**src/rtl/rotary_pkg.sv**
```systemverilog
// Shared constants and types for the rotary encoder counter: step
// directions, quadrature phase encodings {a,b} and the per-tick transition
// classifier used by the decoder.
package rotary_pkg;

    localparam logic DIR_UP   = 1'b1;
    localparam logic DIR_DOWN = 1'b0;

    // Quadrature phases as {a,b} after inversion; CW order is 00->10->11->01->00
    localparam logic [1:0] PH_00 = 2'b00;
    localparam logic [1:0] PH_10 = 2'b10;
    localparam logic [1:0] PH_11 = 2'b11;
    localparam logic [1:0] PH_01 = 2'b01;

    typedef enum logic [1:0] {
        NONE = 2'd0,
        INC  = 2'd1,
        DEC  = 2'd2,
        ERR  = 2'd3
    } trans_t;

    // Classify the move from prev to cur: any single-bit move is either the
    // next CW phase (INC) or the previous one (DEC); a two-bit move is illegal.
    function automatic trans_t classify(input logic [1:0] prev, input logic [1:0] cur);
        trans_t res;
        if (prev == cur) begin
            res = NONE;
        end else if ((prev ^ cur) == 2'b11) begin
            res = ERR;
        end else begin
            case (prev)
                PH_00:   res = (cur == PH_10) ? INC : DEC;
                PH_10:   res = (cur == PH_11) ? INC : DEC;
                PH_11:   res = (cur == PH_01) ? INC : DEC;
                PH_01:   res = (cur == PH_00) ? INC : DEC;
                default: res = NONE;
            endcase
        end
        return res;
    endfunction

endpackage

```
**src/rtl/rotary_debounce.sv**
```systemverilog
// One encoder channel: inverts the negative-logic pin, synchronises it with
// two flops and accepts a new level only after it has been seen on
// DEBOUNCE_TICKS consecutive sample ticks.
module rotary_debounce #(
    parameter int DEBOUNCE_TICKS = 4
) (
    input  logic Clk,
    input  logic Reset_n,
    input  logic tick,
    input  logic pin_n,
    output logic level
);

    logic       sync_p0;
    logic       sync_p1;
    logic [3:0] stable_cnt;

    // Two-flop synchroniser on the inverted asynchronous pin
    always_ff @(posedge Clk or negedge Reset_n) begin
        if (!Reset_n) begin
            sync_p0 <= 1'b0;
            sync_p1 <= 1'b0;
        end else begin
            sync_p0 <= ~pin_n;
            sync_p1 <= sync_p0;
        end
    end

    // Tick-gated stable counter; the level moves once the difference persists
    always_ff @(posedge Clk or negedge Reset_n) begin
        if (!Reset_n) begin
            stable_cnt <= '0;
            level      <= 1'b0;
        end else if (tick) begin
            if (sync_p1 != level) begin
                if (stable_cnt == 4'(DEBOUNCE_TICKS - 1)) begin
                    level      <= sync_p1;
                    stable_cnt <= '0;
                end else begin
                    stable_cnt <= stable_cnt + 4'd1;
                end
            end else begin
                stable_cnt <= '0;
            end
        end
    end

endmodule

```
**src/rtl/rotary_counter_core.sv**
```systemverilog
// Rotary encoder up/down counter in the system clock domain. A sample tick
// paces debounce and quadrature decode; completed detents step a
// saturating or wrapping count, with a synchronous clamped load on top.
// Optional build macro ROTARY_ACCEL_EN: fast same-direction detents step by
// ACCEL_STEP instead of 1.
module rotary_counter_core
    import rotary_pkg::*;
#(
    parameter int WIDTH            = 10,
    parameter int MIN_VAL          = 0,
    parameter int MAX_VAL          = 1023,
    parameter int RESET_VAL        = 0,
    parameter int WRAP             = 0,
    parameter int TICK_DIV         = 8000,
    parameter int DEBOUNCE_TICKS   = 4,
    parameter int STEPS_PER_DETENT = 4,
    parameter int ACCEL_WINDOW     = 20,
    parameter int ACCEL_STEP       = 8
) (
    input  logic             Clk,
    input  logic             Reset_n,
    input  logic             A_raw,
    input  logic             B_raw,
    input  logic             Load,
    input  logic [WIDTH-1:0] Load_value,
    output logic [WIDTH-1:0] Count,
    output logic             Step_valid,
    output logic             Step_dir,
    output logic             Quad_err,
    output logic             At_min,
    output logic             At_max
);

    localparam int TICK_W = $clog2(TICK_DIV);
    localparam int ACC_W  = $clog2(STEPS_PER_DETENT) + 2;

    localparam logic signed [ACC_W-1:0] ACC_ONE  = ACC_W'(1);
    localparam logic signed [ACC_W-1:0] ACC_LIM  = ACC_W'(STEPS_PER_DETENT);
    localparam logic signed [ACC_W-1:0] ACC_NLIM = -ACC_LIM;

    if (TICK_DIV < 2 || DEBOUNCE_TICKS < 1 || DEBOUNCE_TICKS > 15 ||
        !(STEPS_PER_DETENT == 1 || STEPS_PER_DETENT == 2 || STEPS_PER_DETENT == 4) ||
        MIN_VAL >= MAX_VAL || RESET_VAL < MIN_VAL || RESET_VAL > MAX_VAL ||
        ACCEL_WINDOW < 1 || ACCEL_STEP < 1) begin : g_bad_cfg
        $error("rotary_counter_core: illegal parameter combination");
    end

    logic [TICK_W-1:0]       tick_cnt;
    logic                    tick;
    logic                    a_deb;
    logic                    b_deb;
    logic [1:0]              cur_ph;
    logic [1:0]              prev_ph;
    trans_t                  trans;
    logic signed [ACC_W-1:0] acc_q;
    logic signed [ACC_W-1:0] acc_next;
    logic                    step_up;
    logic                    step_dn;
    logic                    err;
    int                      inc;
    logic [WIDTH-1:0]        count_next;

    // Saturating/wrapping add of inc, compared at full int width
    function automatic logic [WIDTH-1:0] count_up(input logic [WIDTH-1:0] cur, input int amt);
        int sum;
        sum = int'(cur) + amt;
        if (sum > MAX_VAL) return (WRAP != 0) ? WIDTH'(MIN_VAL) : WIDTH'(MAX_VAL);
        return WIDTH'(sum);
    endfunction

    function automatic logic [WIDTH-1:0] count_down(input logic [WIDTH-1:0] cur, input int amt);
        int dif;
        dif = int'(cur) - amt;
        if (dif < MIN_VAL) return (WRAP != 0) ? WIDTH'(MAX_VAL) : WIDTH'(MIN_VAL);
        return WIDTH'(dif);
    endfunction

    function automatic logic [WIDTH-1:0] clamp_load(input logic [WIDTH-1:0] v);
        if (int'(v) < MIN_VAL) return WIDTH'(MIN_VAL);
        if (int'(v) > MAX_VAL) return WIDTH'(MAX_VAL);
        return v;
    endfunction

    assign tick = (tick_cnt == TICK_W'(TICK_DIV - 1));

    // Free-running sample-tick divider
    always_ff @(posedge Clk or negedge Reset_n) begin
        if (!Reset_n) tick_cnt <= '0;
        else          tick_cnt <= tick ? '0 : tick_cnt + TICK_W'(1);
    end

    rotary_debounce #(.DEBOUNCE_TICKS(DEBOUNCE_TICKS)) u_deb_a (
        .Clk     (Clk),
        .Reset_n (Reset_n),
        .tick    (tick),
        .pin_n   (A_raw),
        .level   (a_deb)
    );

    rotary_debounce #(.DEBOUNCE_TICKS(DEBOUNCE_TICKS)) u_deb_b (
        .Clk     (Clk),
        .Reset_n (Reset_n),
        .tick    (tick),
        .pin_n   (B_raw),
        .level   (b_deb)
    );

    assign cur_ph = {a_deb, b_deb};
    assign trans  = classify(prev_ph, cur_ph);

    // Detent accumulation: a completed detent produces a step and clears at once
    always_comb begin
        acc_next = acc_q;
        step_up  = 1'b0;
        step_dn  = 1'b0;
        err      = 1'b0;
        if (tick) begin
            case (trans)
                INC:     acc_next = acc_q + ACC_ONE;
                DEC:     acc_next = acc_q - ACC_ONE;
                ERR: begin
                    acc_next = '0;
                    err      = 1'b1;
                end
                default: acc_next = acc_q;
            endcase
        end
        if (acc_next == ACC_LIM) begin
            step_up  = 1'b1;
            acc_next = '0;
        end else if (acc_next == ACC_NLIM) begin
            step_dn  = 1'b1;
            acc_next = '0;
        end
    end

    // Decode state advances only on the sample tick
    always_ff @(posedge Clk or negedge Reset_n) begin
        if (!Reset_n) begin
            prev_ph <= PH_00;
            acc_q   <= '0;
        end else if (tick) begin
            prev_ph <= cur_ph;
            acc_q   <= acc_next;
        end
    end

`ifdef ROTARY_ACCEL_EN
    localparam int GAP_W = $clog2(ACCEL_WINDOW + 1);

    logic [GAP_W-1:0] gap_q;
    logic             same_dir;
    logic             accel;

    assign same_dir = step_up ? (Step_dir == DIR_UP) : (Step_dir == DIR_DOWN);
    assign accel    = (int'(gap_q) < ACCEL_WINDOW) && same_dir;
    assign inc      = accel ? ACCEL_STEP : 1;

    // Ticks since the last detent, saturating so an idle encoder reads as slow
    always_ff @(posedge Clk or negedge Reset_n) begin
        if (!Reset_n)                                 gap_q <= GAP_W'(ACCEL_WINDOW);
        else if (step_up || step_dn)                  gap_q <= '0;
        else if (tick && int'(gap_q) < ACCEL_WINDOW)  gap_q <= gap_q + GAP_W'(1);
    end
`else
    assign inc = 1;
`endif

    // Next count: load wins over any step completing in the same cycle
    always_comb begin
        count_next = Count;
        if (Load)         count_next = clamp_load(Load_value);
        else if (step_up) count_next = count_up(Count, inc);
        else if (step_dn) count_next = count_down(Count, inc);
    end

    // Registered count and status outputs
    always_ff @(posedge Clk or negedge Reset_n) begin
        if (!Reset_n) begin
            Count      <= WIDTH'(RESET_VAL);
            Step_valid <= 1'b0;
            Step_dir   <= DIR_DOWN;
            Quad_err   <= 1'b0;
        end else begin
            Count      <= count_next;
            Step_valid <= !Load && (step_up || step_dn) && (count_next != Count);
            Quad_err   <= err;
            if (!Load && step_up)      Step_dir <= DIR_UP;
            else if (!Load && step_dn) Step_dir <= DIR_DOWN;
        end
    end

    assign At_min = (Count == WIDTH'(MIN_VAL));
    assign At_max = (Count == WIDTH'(MAX_VAL));

endmodule

```
**config.mk**
```make
export PLATFORM = sky130hd
export DESIGN_NAME = rotary_counter_core
export DESIGN_NICKNAME = d
export VERILOG_FILES = /design/src/rtl/rotary_pkg.sv /design/src/rtl/rotary_debounce.sv /design/src/rtl/rotary_counter_core.sv
export SDC_FILE = /design/constraint.sdc
export NUM_CORES = 1
export LEC_CHECK = 0
export BUFFER_PORTS_ARGS = -buffer_cell sky130_fd_sc_hd__buf_2
export CAP_MARGIN = 20
export CORE_AREA = 2 2 92 72
export DETAILED_ROUTE_END_ITERATION = 7
export DIE_AREA = 0 0 94 74
export PLACE_DENSITY = 0.84
export REMOVE_ABC_BUFFERS = 1
export SLEW_MARGIN = 10
export SYNTH_ARGS = -nofsm -noshare
export SYNTH_HDL_FRONTEND = slang
export SYNTH_SLANG_ARGS = --single-unit
```
**constraint.sdc**
```tcl
create_clock -name Clk -period 8.6 [get_ports Clk]
set_clock_uncertainty 0.1 [all_clocks]
set_input_delay 0.86 -clock Clk [delete_from_list [all_inputs] [get_ports Clk]]
set_output_delay 0.86 -clock Clk [all_outputs]
set_load 0.01 [all_outputs]
```
==> flow_summary_export.csv <==
group,metric,value,unit
finish,final_layout_size_suffix_gt1_share,14.8,%
clock_tree,htree_levels,2,
critical_path,setup.worst_path.end_class,"flip-flop",
synthesis,synth_compound_area_share,20.5,%
critical_path,r2r_cells,15,
clock_tree,cts_buffers,5,
finish,antennaDiodeCount,0,
critical_path,crit_type,"reg2reg",
synthesis,synthArstFlopShare,100,%
critical_path,worstPathRequired,8.65,ns
run_status,outcome,"completed",
drt,viasPerCell,6.20,
synthesis,synth_top_family_by_area,"simple AND/OR/NAND/NOR gates",
critical_path,cp.arrival,4.88,ns
floorplan,initial_core_util,57.3,%
sta,post-route-min-period,4.83,ns
synthesis,yosys.area_share.xor_xnor,6.27,%
drt,drt_iter0_markers,282,
clock_tree,cts_root_buf,"clkbuf_8",
clock_tree,cts_resized,0,
clock_tree,clk_latency,0.30,ns
placed_design,hpwl,5.74,mm
power,p_leak,1.61,nW
sta,fin_crit_sh,56.2,%
drt,vias,3188,
global_routing,grt_pass1_vias,2854,
placed_design,gp_congestion,0.968,
finish,area_growth,7.38,%
floorplan,die_w,94,µm
drt,wirelength,8.01,mm
worst_hold_path,whs_path_depth,0,
worst_hold_path,holdPathEnd,"u_deb_b.sync_p1$_DFF_PN0_",
placed_design,io_buffers,29,
synthesis,synth_edf_count,0,
finish,layout_common_cells,"nand2_1, dfrtp_1, nor2_1, buf_2, nand3_1",
critical_path,path_cells,"nor2_1, a21oi_1, nor2_1, a21oi_1, inv_1, ha_1, or3b_4, or4_1, o41a_1, a21oi_2, o21ai_2, o211a_1, nor4_1, nor4b_2, a311oi_1",
global_routing,antenna_found_initial,0,
sta,finalSetupViolCount,0,
synthesis,netlist_instances,420,
synthesis,ys_seq_elements,46,
drt,drt-pass1-iter-count,5,
synthesis,syn_area,0.00349,mm²
synthesis,ys_warn_count,0,
synthesis,synth_ff_type,"dfrtp_1",
critical_path,rrSetupSlack,3.77,ns
clock_tree,clk_pin_slew,0.09,ns
critical_path,rr_endpoint,"Step_valid$_DFF_PN0_",
critical_path,worstSetupStartpointType,"flip-flop",
floorplan,dieArea,0.00696,mm²
synthesis,synthMuxAreaShare,3.01,%
sta,relSlewSlack,39.8,%
synthesis,avgSynthCellArea,8.31,µm²
sta,worst_pin_slew,0.903,ns
global_routing,grt-ovfl-total,0,
synthesis,synth-adder-area-share,4.87,%
power,total_power,0.456,mW
clock_tree,cts_tree,"yes",
sta,slew_viol_final,0,
sta,rsz0062_at_grt,"no",
drt,avgRoutedWirePerCell,15.6,µm
finish,nNetsFinal,460,
clock_tree,cts_buffer_depth,2,
finish,final_common_cell,"nand2_1",
global_routing,track_usage,23.5,%
sta,hold_violations,0,
worst_hold_path,min_path_type,"reg2reg",
critical_path,cp_max_fo,21,
floorplan,fp.dieH,74,µm
floorplan,row_count,25,
synthesis,yosysUniqueCellTypes,74,
worst_hold_path,hold_start,"u_deb_b.sync_p0$_DFF_PN0_",
synthesis,yosysSeqAreaShare,33.0,%
global_routing,grt_max_degree,47,
critical_path,worst_path_largest_cell_delay,0.54,ns
global_routing,grt_pass1_wl,13.3,mm
critical_path,reg2reg_from,"u_deb_b.level$_DFFE_PN0P_",
drt,drc_errors,0,
drt,ant_nets,0,
floorplan,io_pins,30,
clock_tree,postCtsHoldBufs,0,
sta,max_freq,0.207,GHz
critical_path,worst_path_max_delay_cell,"or4_1",
job,drv_cap,0,
synthesis,yosys.area_share.simple,27.2,%
sta,setup_tns,0,ns
clock_tree,cts_setup_buffers,0,
power,irDropWorstVdd,67.4,µV
floorplan,core_area,0.00610,mm²
power,power_density,122,mW/mm²
clock_tree,cts_sinks,46,
[per-stage QoR]
step	util [%]	hold slack (ns)	std cells	cell area, µm²	setup WS [ns]
2_1_floorplan	-	0.231	394	3360	4.53
6_report	61.5	0.254	514	3750	3.77
4_1_cts	61.0	0.260	513	3720	3.83
5_1_grt	61.5	0.263	514	3750	3.39
3_3_place_gp	59.3	0.233	505	3620	4.10
3_5_place_dp	59.3	0.238	505	3620	3.84
[worst max path at each step]
stage	slack (ns)	to	from	cells past startpoint
final	3.77	Step_valid$_DFF_PN0_	u_deb_b.level$_DFFE_PN0P_	15
after global placement	4.10	Step_valid$_DFF_PN0_	u_deb_b.level$_DFFE_PN0P_	15
after detailed placement	3.84	Step_valid$_DFF_PN0_	u_deb_b.level$_DFFE_PN0P_	15
after floorplan	4.53	Step_valid$_DFF_PN0_	u_deb_b.level$_DFFE_PN0P_	15
after global routing	3.39	Step_valid$_DFF_PN0_	u_deb_b.level$_DFFE_PN0P_	15
after CTS	3.83	Step_valid$_DFF_PN0_	u_deb_b.level$_DFFE_PN0P_	15
[cell type report]
class / count / area, µm²
inverter: 14 / 52.6
fill: 534 / 2350
tap: 81 / 101
timing repair buffer: 31 / 180
multi-input combinational: 334 / 2160
sequential: 46 / 1150
clock buffer: 7 / 96.3
clock inverter: 1 / 8.76
[state kept, by name, summed over array words and instances (netlist names), 2 cells and up]
name,flops
acc_q,4
u_deb_a.stable_cnt,4
tick_cnt,13
prev_ph,2
u_deb_b.stable_cnt,4
Count,10
[cells by family after synthesis]
group           count (synthesis)
compound gates                101
xor+xnor                       25
fa+ha+maj                      13
buf+inv                        40
flops                          46
mux                            10
simple gates                  185
[synth_stat cells (all sizes together), types with 5 or more instances]
master / number / area [µm²]
o21ai: 27 / 143
nand3: 29 / 150
nor2: 39 / 149
nor3: 10 / 50.1
clkbuf: 17 / 73.8
and3: 5 / 31.3
dfrtp: 46 / 1150
and2: 6 / 40.0
nand2: 56 / 210
o31ai: 7 / 52.6
a21o: 5 / 38.8
mux2i: 6 / 60.1
ha: 12 / 150
inv: 14 / 52.6
a211oi: 8 / 60.1
a21oi: 16 / 87.6
xnor2: 17 / 149
buf: 9 / 55.1
xor2: 8 / 70.1
o211ai: 6 / 45.0
[critical path: cells and delay by family (launching register included)]
kind            cells  cell delay [ns]
compound gates      7             2.06
fa+ha+maj           1             0.18
buf+inv             1             0.07
flops               1             0.50
simple gates        6             1.79
[where the power goes]
part / leakage, nW / switching, mW / total (mW) / internal (mW)
Combinational: 0.956 / 0.0390 / 0.0700 / 0.0310
Sequential: 0.596 / 0.0178 / 0.239 / 0.221
Clock: 0.0544 / 0.0733 / 0.147 / 0.0737
[per-layer routing]
metal  vias up  global-route usage (%)  share of wire [%]
li1       1537                       -                  -
met2       132                    35.7                 43
met1      1510                    35.5                 48
met3         9                    3.75                7.6
met4         0                    5.64               0.66
met5         -                       0                  0
(Power assumes the default switching activity.)
